`src/rtl/vga_timing_gen_if.sv`:
```
// Raster output bundle from the VGA timing generator to the pixel renderer.
// rgb exists only when VGA_TIMING_TEST_PATTERN_EN is defined.
interface vga_timing_gen_if #(
    parameter int CW = 10
);
    logic          hsync;
    logic          vsync;
    logic          de;
    logic          vblank;
    logic [CW-1:0] pixel_x;
    logic [CW-1:0] pixel_y;
    logic          pix_tick;
    logic          line_start;
    logic          frame_start;
`ifdef VGA_TIMING_TEST_PATTERN_EN
    logic [11:0]   rgb;
`endif

    modport master (
        output hsync, vsync, de, vblank,
        output pixel_x, pixel_y,
        output pix_tick, line_start, frame_start
`ifdef VGA_TIMING_TEST_PATTERN_EN
        , output rgb
`endif
    );

    modport slave (
        input hsync, vsync, de, vblank,
        input pixel_x, pixel_y,
        input pix_tick, line_start, frame_start
`ifdef VGA_TIMING_TEST_PATTERN_EN
        , input rgb
`endif
    );
endinterface

```
`src/rtl/vga_timing_gen.sv`:
```
// Parametrised VGA raster timing generator with clock prescaler.
// Define VGA_TIMING_TEST_PATTERN_EN to add an 8-bar colour test pattern on rgb.
module vga_timing_gen #(
    parameter int H_ACTIVE = 640,
    parameter int H_FP     = 16,
    parameter int H_SYNC   = 96,
    parameter int H_BP     = 48,
    parameter int V_ACTIVE = 480,
    parameter int V_FP     = 10,
    parameter int V_SYNC   = 2,
    parameter int V_BP     = 33,
    parameter bit HS_POL   = 1'b0,
    parameter bit VS_POL   = 1'b0,
    parameter int CLK_DIV  = 4,
    parameter int CW       = 10
) (
    input  logic             clk,
    input  logic             reset,
    input  logic             enable,
    vga_timing_gen_if.master vga
);
    localparam int H_TOTAL = H_ACTIVE + H_FP + H_SYNC + H_BP;
    localparam int V_TOTAL = V_ACTIVE + V_FP + V_SYNC + V_BP;
    localparam int DW      = (CLK_DIV > 1) ? $clog2(CLK_DIV) : 1;

    localparam logic [DW-1:0] DIV_M1 = DW'(CLK_DIV - 1);
    localparam logic [CW-1:0] HT_M1  = CW'(H_TOTAL - 1);
    localparam logic [CW-1:0] VT_M1  = CW'(V_TOTAL - 1);
    localparam logic [CW-1:0] HA     = CW'(H_ACTIVE);
    localparam logic [CW-1:0] VA     = CW'(V_ACTIVE);
    localparam logic [CW-1:0] HS_BEG = CW'(H_ACTIVE + H_FP);
    localparam logic [CW-1:0] HS_END = CW'(H_ACTIVE + H_FP + H_SYNC);
    localparam logic [CW-1:0] VS_BEG = CW'(V_ACTIVE + V_FP);
    localparam logic [CW-1:0] VS_END = CW'(V_ACTIVE + V_FP + V_SYNC);

    logic [DW-1:0] div_cnt;
    logic          tick;
    logic [CW-1:0] nx;
    logic [CW-1:0] ny;
    logic          n_de;
    logic          n_hs;
    logic          n_vs;
    logic          n_vb;

    assign tick = enable && (div_cnt == DIV_M1);

    // Next raster position; outputs are decoded from it so they land with the coordinates.
    always_comb begin
        nx = vga.pixel_x;
        ny = vga.pixel_y;
        if (vga.pixel_x == HT_M1) begin
            nx = '0;
            ny = (vga.pixel_y == VT_M1) ? '0 : vga.pixel_y + 1'b1;
        end else begin
            nx = vga.pixel_x + 1'b1;
        end
    end

    always_comb begin
        n_de = (nx < HA) && (ny < VA);
        n_hs = (nx >= HS_BEG) && (nx < HS_END);
        n_vs = (ny >= VS_BEG) && (ny < VS_END);
        n_vb = (ny >= VA);
    end

    always_ff @(posedge clk) begin
        if (reset) begin
            div_cnt <= '0;
        end else if (enable) begin
            div_cnt <= tick ? '0 : div_cnt + 1'b1;
        end
    end

    always_ff @(posedge clk) begin
        if (reset) begin
            vga.pixel_x     <= HT_M1;
            vga.pixel_y     <= VT_M1;
            vga.de          <= 1'b0;
            vga.vblank      <= 1'b1;
            vga.hsync       <= ~HS_POL;
            vga.vsync       <= ~VS_POL;
            vga.pix_tick    <= 1'b0;
            vga.line_start  <= 1'b0;
            vga.frame_start <= 1'b0;
        end else begin
            vga.pix_tick    <= tick;
            vga.line_start  <= tick && (nx == '0);
            vga.frame_start <= tick && (nx == '0) && (ny == '0);
            if (tick) begin
                vga.pixel_x <= nx;
                vga.pixel_y <= ny;
                vga.de      <= n_de;
                vga.vblank  <= n_vb;
                vga.hsync   <= n_hs ? HS_POL : ~HS_POL;
                vga.vsync   <= n_vs ? VS_POL : ~VS_POL;
            end
        end
    end

`ifdef VGA_TIMING_TEST_PATTERN_EN
    localparam logic [CW-1:0] BAR_W = CW'(H_ACTIVE / 8);

    logic [2:0]  bar;
    logic [11:0] n_rgb;

    always_comb begin
        bar   = 3'(nx / BAR_W);
        n_rgb = n_de ? {{4{bar[2]}}, {4{bar[1]}}, {4{bar[0]}}} : 12'h000;
    end

    always_ff @(posedge clk) begin
        if (reset) begin
            vga.rgb <= 12'h000;
        end else if (tick) begin
            vga.rgb <= n_rgb;
        end
    end
`endif

endmodule
```
`src/flat_wrapper.sv`:
```
// flat-port wrapper written by rule: the top's interface ports become plain ports
module vga_timing_gen_flat 
#(
    parameter int H_ACTIVE = 640,
    parameter int H_FP     = 16,
    parameter int H_SYNC   = 96,
    parameter int H_BP     = 48,
    parameter int V_ACTIVE = 480,
    parameter int V_FP     = 10,
    parameter int V_SYNC   = 2,
    parameter int V_BP     = 33,
    parameter bit HS_POL   = 1'b0,
    parameter bit VS_POL   = 1'b0,
    parameter int CLK_DIV  = 4,
    parameter int CW       = 10
)
  (clk, reset, enable, vga_hsync, vga_vsync, vga_de, vga_vblank, vga_pixel_x, vga_pixel_y, vga_pix_tick, vga_line_start, vga_frame_start);
  vga_timing_gen_if #(.CW(CW)) vga_i ();
  input  logic clk;
  input  logic reset;
  input  logic enable;
  output wire logic [$bits(vga_i.hsync)-1:0] vga_hsync;
  output wire logic [$bits(vga_i.vsync)-1:0] vga_vsync;
  output wire logic [$bits(vga_i.de)-1:0] vga_de;
  output wire logic [$bits(vga_i.vblank)-1:0] vga_vblank;
  output wire logic [$bits(vga_i.pixel_x)-1:0] vga_pixel_x;
  output wire logic [$bits(vga_i.pixel_y)-1:0] vga_pixel_y;
  output wire logic [$bits(vga_i.pix_tick)-1:0] vga_pix_tick;
  output wire logic [$bits(vga_i.line_start)-1:0] vga_line_start;
  output wire logic [$bits(vga_i.frame_start)-1:0] vga_frame_start;
  assign vga_hsync = vga_i.hsync;
  assign vga_vsync = vga_i.vsync;
  assign vga_de = vga_i.de;
  assign vga_vblank = vga_i.vblank;
  assign vga_pixel_x = vga_i.pixel_x;
  assign vga_pixel_y = vga_i.pixel_y;
  assign vga_pix_tick = vga_i.pix_tick;
  assign vga_line_start = vga_i.line_start;
  assign vga_frame_start = vga_i.frame_start;
  vga_timing_gen #(.H_ACTIVE(H_ACTIVE), .H_FP(H_FP), .H_SYNC(H_SYNC), .H_BP(H_BP), .V_ACTIVE(V_ACTIVE), .V_FP(V_FP), .V_SYNC(V_SYNC), .V_BP(V_BP), .HS_POL(HS_POL), .VS_POL(VS_POL), .CLK_DIV(CLK_DIV), .CW(CW)) u_core (.clk(clk), .reset(reset), .enable(enable), .vga(vga_i));
endmodule
```
`config.mk`:
```
export PLATFORM = sky130hd
export DESIGN_NAME = vga_timing_gen_flat
export DESIGN_NICKNAME = d
export VERILOG_FILES = /design/src/rtl/vga_timing_gen_if.sv /design/src/rtl/vga_timing_gen.sv /design/src/flat_wrapper.sv
export SDC_FILE = /design/constraint.sdc
export NUM_CORES = 1
export LEC_CHECK = 0
export BUFFER_PORTS_ARGS = -buffer_cell sky130_fd_sc_hd__buf_2
export CAP_MARGIN = 20
export CORE_ASPECT_RATIO = 0.8
export CORE_MARGIN = 1
export CORE_UTILIZATION = 57
export DETAILED_ROUTE_END_ITERATION = 10
export PLACE_DENSITY = 0.78
export SLEW_MARGIN = 15
export SYNTH_ARGS = -nofsm -noshare
export SYNTH_HDL_FRONTEND = slang
export SYNTH_SLANG_ARGS = --single-unit
```
`constraint.sdc`:
```
create_clock -name clk -period 2.6 [get_ports clk]
set_input_delay 0.52 -clock clk [delete_from_list [all_inputs] [get_ports clk]]
set_output_delay 0.52 -clock clk [all_outputs]
set_load 0.02 [all_outputs]
```
==> impl_metrics.yaml <==
global_routing:
  antenna_found_initial: 0
  track_usage_pct: 28.6
  grt_overflow: 0
  grt_pass1_vias: 1530
  grt_pass1_wl_um: 7600
  grt_max_degree: 25
finish:
  layout_commonest_cell: "sky130_fd_sc_hd__nor2_1"
  syn2layout_area_growth_pct: 10.6
  antenna_cells: 0
  fillerInstances: 275
  num-nets-final: 268
  fraction_of_layout_cells_with_a_size_suffix_above_1_pct: 23.0
  final_cell_count_no_fill: 301
  layout.cells.most_common_list: "30 x sky130_fd_sc_hd__nor2_1, 29 x sky130_fd_sc_hd__buf_2, 29 x sky130_fd_sc_hd__dfxtp_1"
power:
  pwr-share-clk_pct: 38.4
  seqPwrFrac_pct: 48.6
  power.density_cell_area_mw_per_mm2: 438
  vdd.ir_drop.worst_mv: 0.368
  cell_internal_pwr_mw: 0.688
  switching_share_pct: 27.2
  portion_of_total_power_attributed_to_combinational_logic_pct: 13.0
  power_dissipated_by_switching_net_loads_mw: 0.257
  leakage_nw: 0.880
critical_path:
  regToRegSetupSlack_ns: 0.13
  startpoint_type: "flip-flop"
  critical_path_class: "flip-flop to flip-flop"
  r2r.worst_path.cells: 7
  worstPathRequired_ns: 2.78
  reg2reg_from: "u_core.vga.pixel_x[0]"
  critical_path_peak_fanout: 11
  worst-endpoint-arrival_ns: 2.64
  sort_of_element_at_the_end_of_the_critical_path: "flip-flop"
  worstReg2RegEnd: "u_core.vga.vsync"
hold_path:
  min_to: "u_core.vga.pix_tick"
  hp-class: "input port to flip-flop"
  worst_hold_path.num_cells: 2
  min-delay-start: "reset"
detailed_routing:
  postRouteAntennaNets: 0
  wirelength_um: 4800
  initialDrtViolationCount: 233
  initial_drt_pass_iterations: 4
  routed_wire_length_per_instance_um: 15.9
  drt-vias-per-instance: 6.26
  drt_drc_violations_left: 0
  num_vias: 1885
clock_tree:
  clock_path_buffers: 2
  clock_insertion_delay_worst_skew_ns: 0.28
  tritoncts: "built"
  htreeDepth: 2
  cts_setup_buffers: 0
  cts_buffers: 5
  path_clk_slew_ns: 0.06
  clkSinkCount: 29
  cts.root.buffer_cell: "sky130_fd_sc_hd__clkbuf_8"
  number_of_buffers_inserted_for_hold_repair_after_clock_tree_synthesis: 0
floorplan:
  chipHeight_um: 54.3
  top_level_ports: 30
  initial_core_util_pct: 61.4
  core_region_area_mm2: 0.00318
  row_count: 18
  design.die.area_mm2: 0.00366
  die_x_um: 67.4
logic_synthesis:
  synth.yosys.warnings: 0
  synth.largest_area_cell: "sky130_fd_sc_hd__dfxtp_1"
  flip_flop_and_latch_count_after_synthesis: 29
  netlist_instances: 234
  synth_ff_type: "sky130_fd_sc_hd__dfxtp_1"
  synth_fa_ha_area_share_pct: 3.21
  synthXorXnorAreaFrac_pct: 7.57
  async_reset_ff_share_pct: 0
  synthTopCellsByArea: "sky130_fd_sc_hd__dfxtp_1 30%, sky130_fd_sc_hd__nor2_1 5.8%, sky130_fd_sc_hd__xnor2_1 4.5%"
  synth_enable_flop_cells: 0
  synth_area_mm2: 0.00195
  synth.yosys.seq_area_share_pct: 29.8
  synth_compound_gate_area_share_pct: 19.5
  synth.mux.area_fraction_pct: 1.54
  synth_top_family_by_area: "simple AND/OR/NAND/NOR gates"
  postSynthNetCount: 242
  synth_area_per_cell_um2: 8.34
  synth_largest_type_area_fraction_pct: 29.8
  ys_types: 61
  synth_simple_gate_area_share_pct: 29.0
sta:
  worst_clock_skew_ns: 0.00455
  final-max-slew-violation-count: 0
  timing_hold_violations_final: 0
  setup_repair_after_global_routing_missed_its_margin: "false"
  hold_slack_ns: 0.461
  finalSetupTns_ns: 0
  max_slew.worst_pin.slew_ns: 0.518
  finalCriticalPeriod_ns: 2.47
  final.period_utilization_pct: 94.9
  timing.max_slew.rel_slack_pct: 64.6
  setup_viol: 0
  maxClockFrequency_ghz: 0.405
placement:
  gpl.final_weighted_congestion: 0.947
  dp.final_hpwl_um: 3440
  placedCellCount: 293
  place.port_buffers: 29
flow_run:
  drv.max_cap_violation_count: 0
status:
  status: "finished, final reports clean"
==> critical path, stage by stage, from the launching register on <==
cell	delay (ns)
sky130_fd_sc_hd__dfxtp_1	0.43
sky130_fd_sc_hd__ha_2	0.26
sky130_fd_sc_hd__and4_1	0.32
sky130_fd_sc_hd__nand3_2	0.24
sky130_fd_sc_hd__or3_4	0.48
sky130_fd_sc_hd__xnor2_2	0.12
sky130_fd_sc_hd__nand4_1	0.17
sky130_fd_sc_hd__o31a_1	0.33
==> area by class of cell <==
class	count	area (µm²)	area share, %
multi-input cells	178	1190	55.3
flip-flops and latches	29	581	26.9
repair buffers	41	235	10.9
clock buffers	8	80.1	3.71
well taps	40	50.0	2.32
inverters	5	18.8	0.870
==> how the worst max path moves through the flow <==
stage,start,end,slack (ns),cells past startpoint
detailed placement,u_core.vga.pixel_x[0],u_core.vga.vsync,0.14,7
global placement,u_core.vga.pixel_x[0],u_core.vga.vsync,0.22,7
CTS,u_core.vga.pixel_x[0],u_core.vga.vsync,0.13,7
global route,u_core.vga.pixel_x[0],u_core.vga.vsync,0.02,7
finish,u_core.vga.pixel_x[0],u_core.vga.vsync,0.13,7
floorplan,u_core.vga.pixel_x[0],u_core.vga.vsync,0.18,9
==> logic make-up after synthesis <==
family / after synthesis
AO/OA/AOI/OAI: 54
XOR/XNOR: 16
adder cells (fa/ha/maj): 5
buffers and inverters: 27
flip-flops: 29
multiplexers: 3
AND/OR/NAND/NOR: 100
==> Yosys cell counts, drive strengths merged (5+ instances only) <==
cell type   n
nand4       9
a21oi      13
xor2        5
o21ai      12
xnor2      11
nor2       30
nand2      11
inv         5
nand3      13
dfxtp      29
nor3        9
buf        16
clkbuf      6
ha          5
==> sequential cells by signal, summed over array words and instances (netlist names) <==
name	count
u_core.vga.pixel_x	10
u_core.vga.hsync	1
u_core.vga.pixel_y	10
u_core.div_cnt	2
u_core.vga.frame_start	1
u_core.vga.vsync	1
u_core.vga.vblank	1
u_core.vga.pix_tick	1
u_core.vga.line_start	1
u_core.vga.de	1
==> stage by stage <==
stage / setup slack [ns] / cell area, µm² / total power [mW] / util (%)
floorplan: 0.181 / 1950 / 0.567 / -
global placement: 0.216 / 2070 / 0.584 / 65.2
detailed placement: 0.142 / 2070 / 0.587 / 65.2
CTS: 0.134 / 2150 / 0.944 / 67.7
global route: 0.0195 / 2160 / 0.982 / 67.9
finish: 0.132 / 2160 / 0.944 / 67.9
==> power groups by stage <==
stage,clock network (mW),registers (mW),logic [mW]
after CTS,0.367,0.458,0.119
after detailed placement,0,0.468,0.119
final,0.363,0.459,0.123
after floorplan,0,0.471,0.0958
after global routing,0.387,0.460,0.136
after global placement,0,0.468,0.116
==> per-layer routing <==
metal  up-vias  wire (µm)  GRT usage [%]
met5         -          0              0
met4         0         45           7.80
met3         7        450           7.71
met2       107       1970           38.3
met1       868       2330           43.5
li1        903          -              -
==> what timing repair did <==
item	in CTS	in global routing
endpoints found under the setup margin	0	2
hold endpoints to repair	0	0
gates resized for setup	0	2
(Power assumes the default switching activity.)
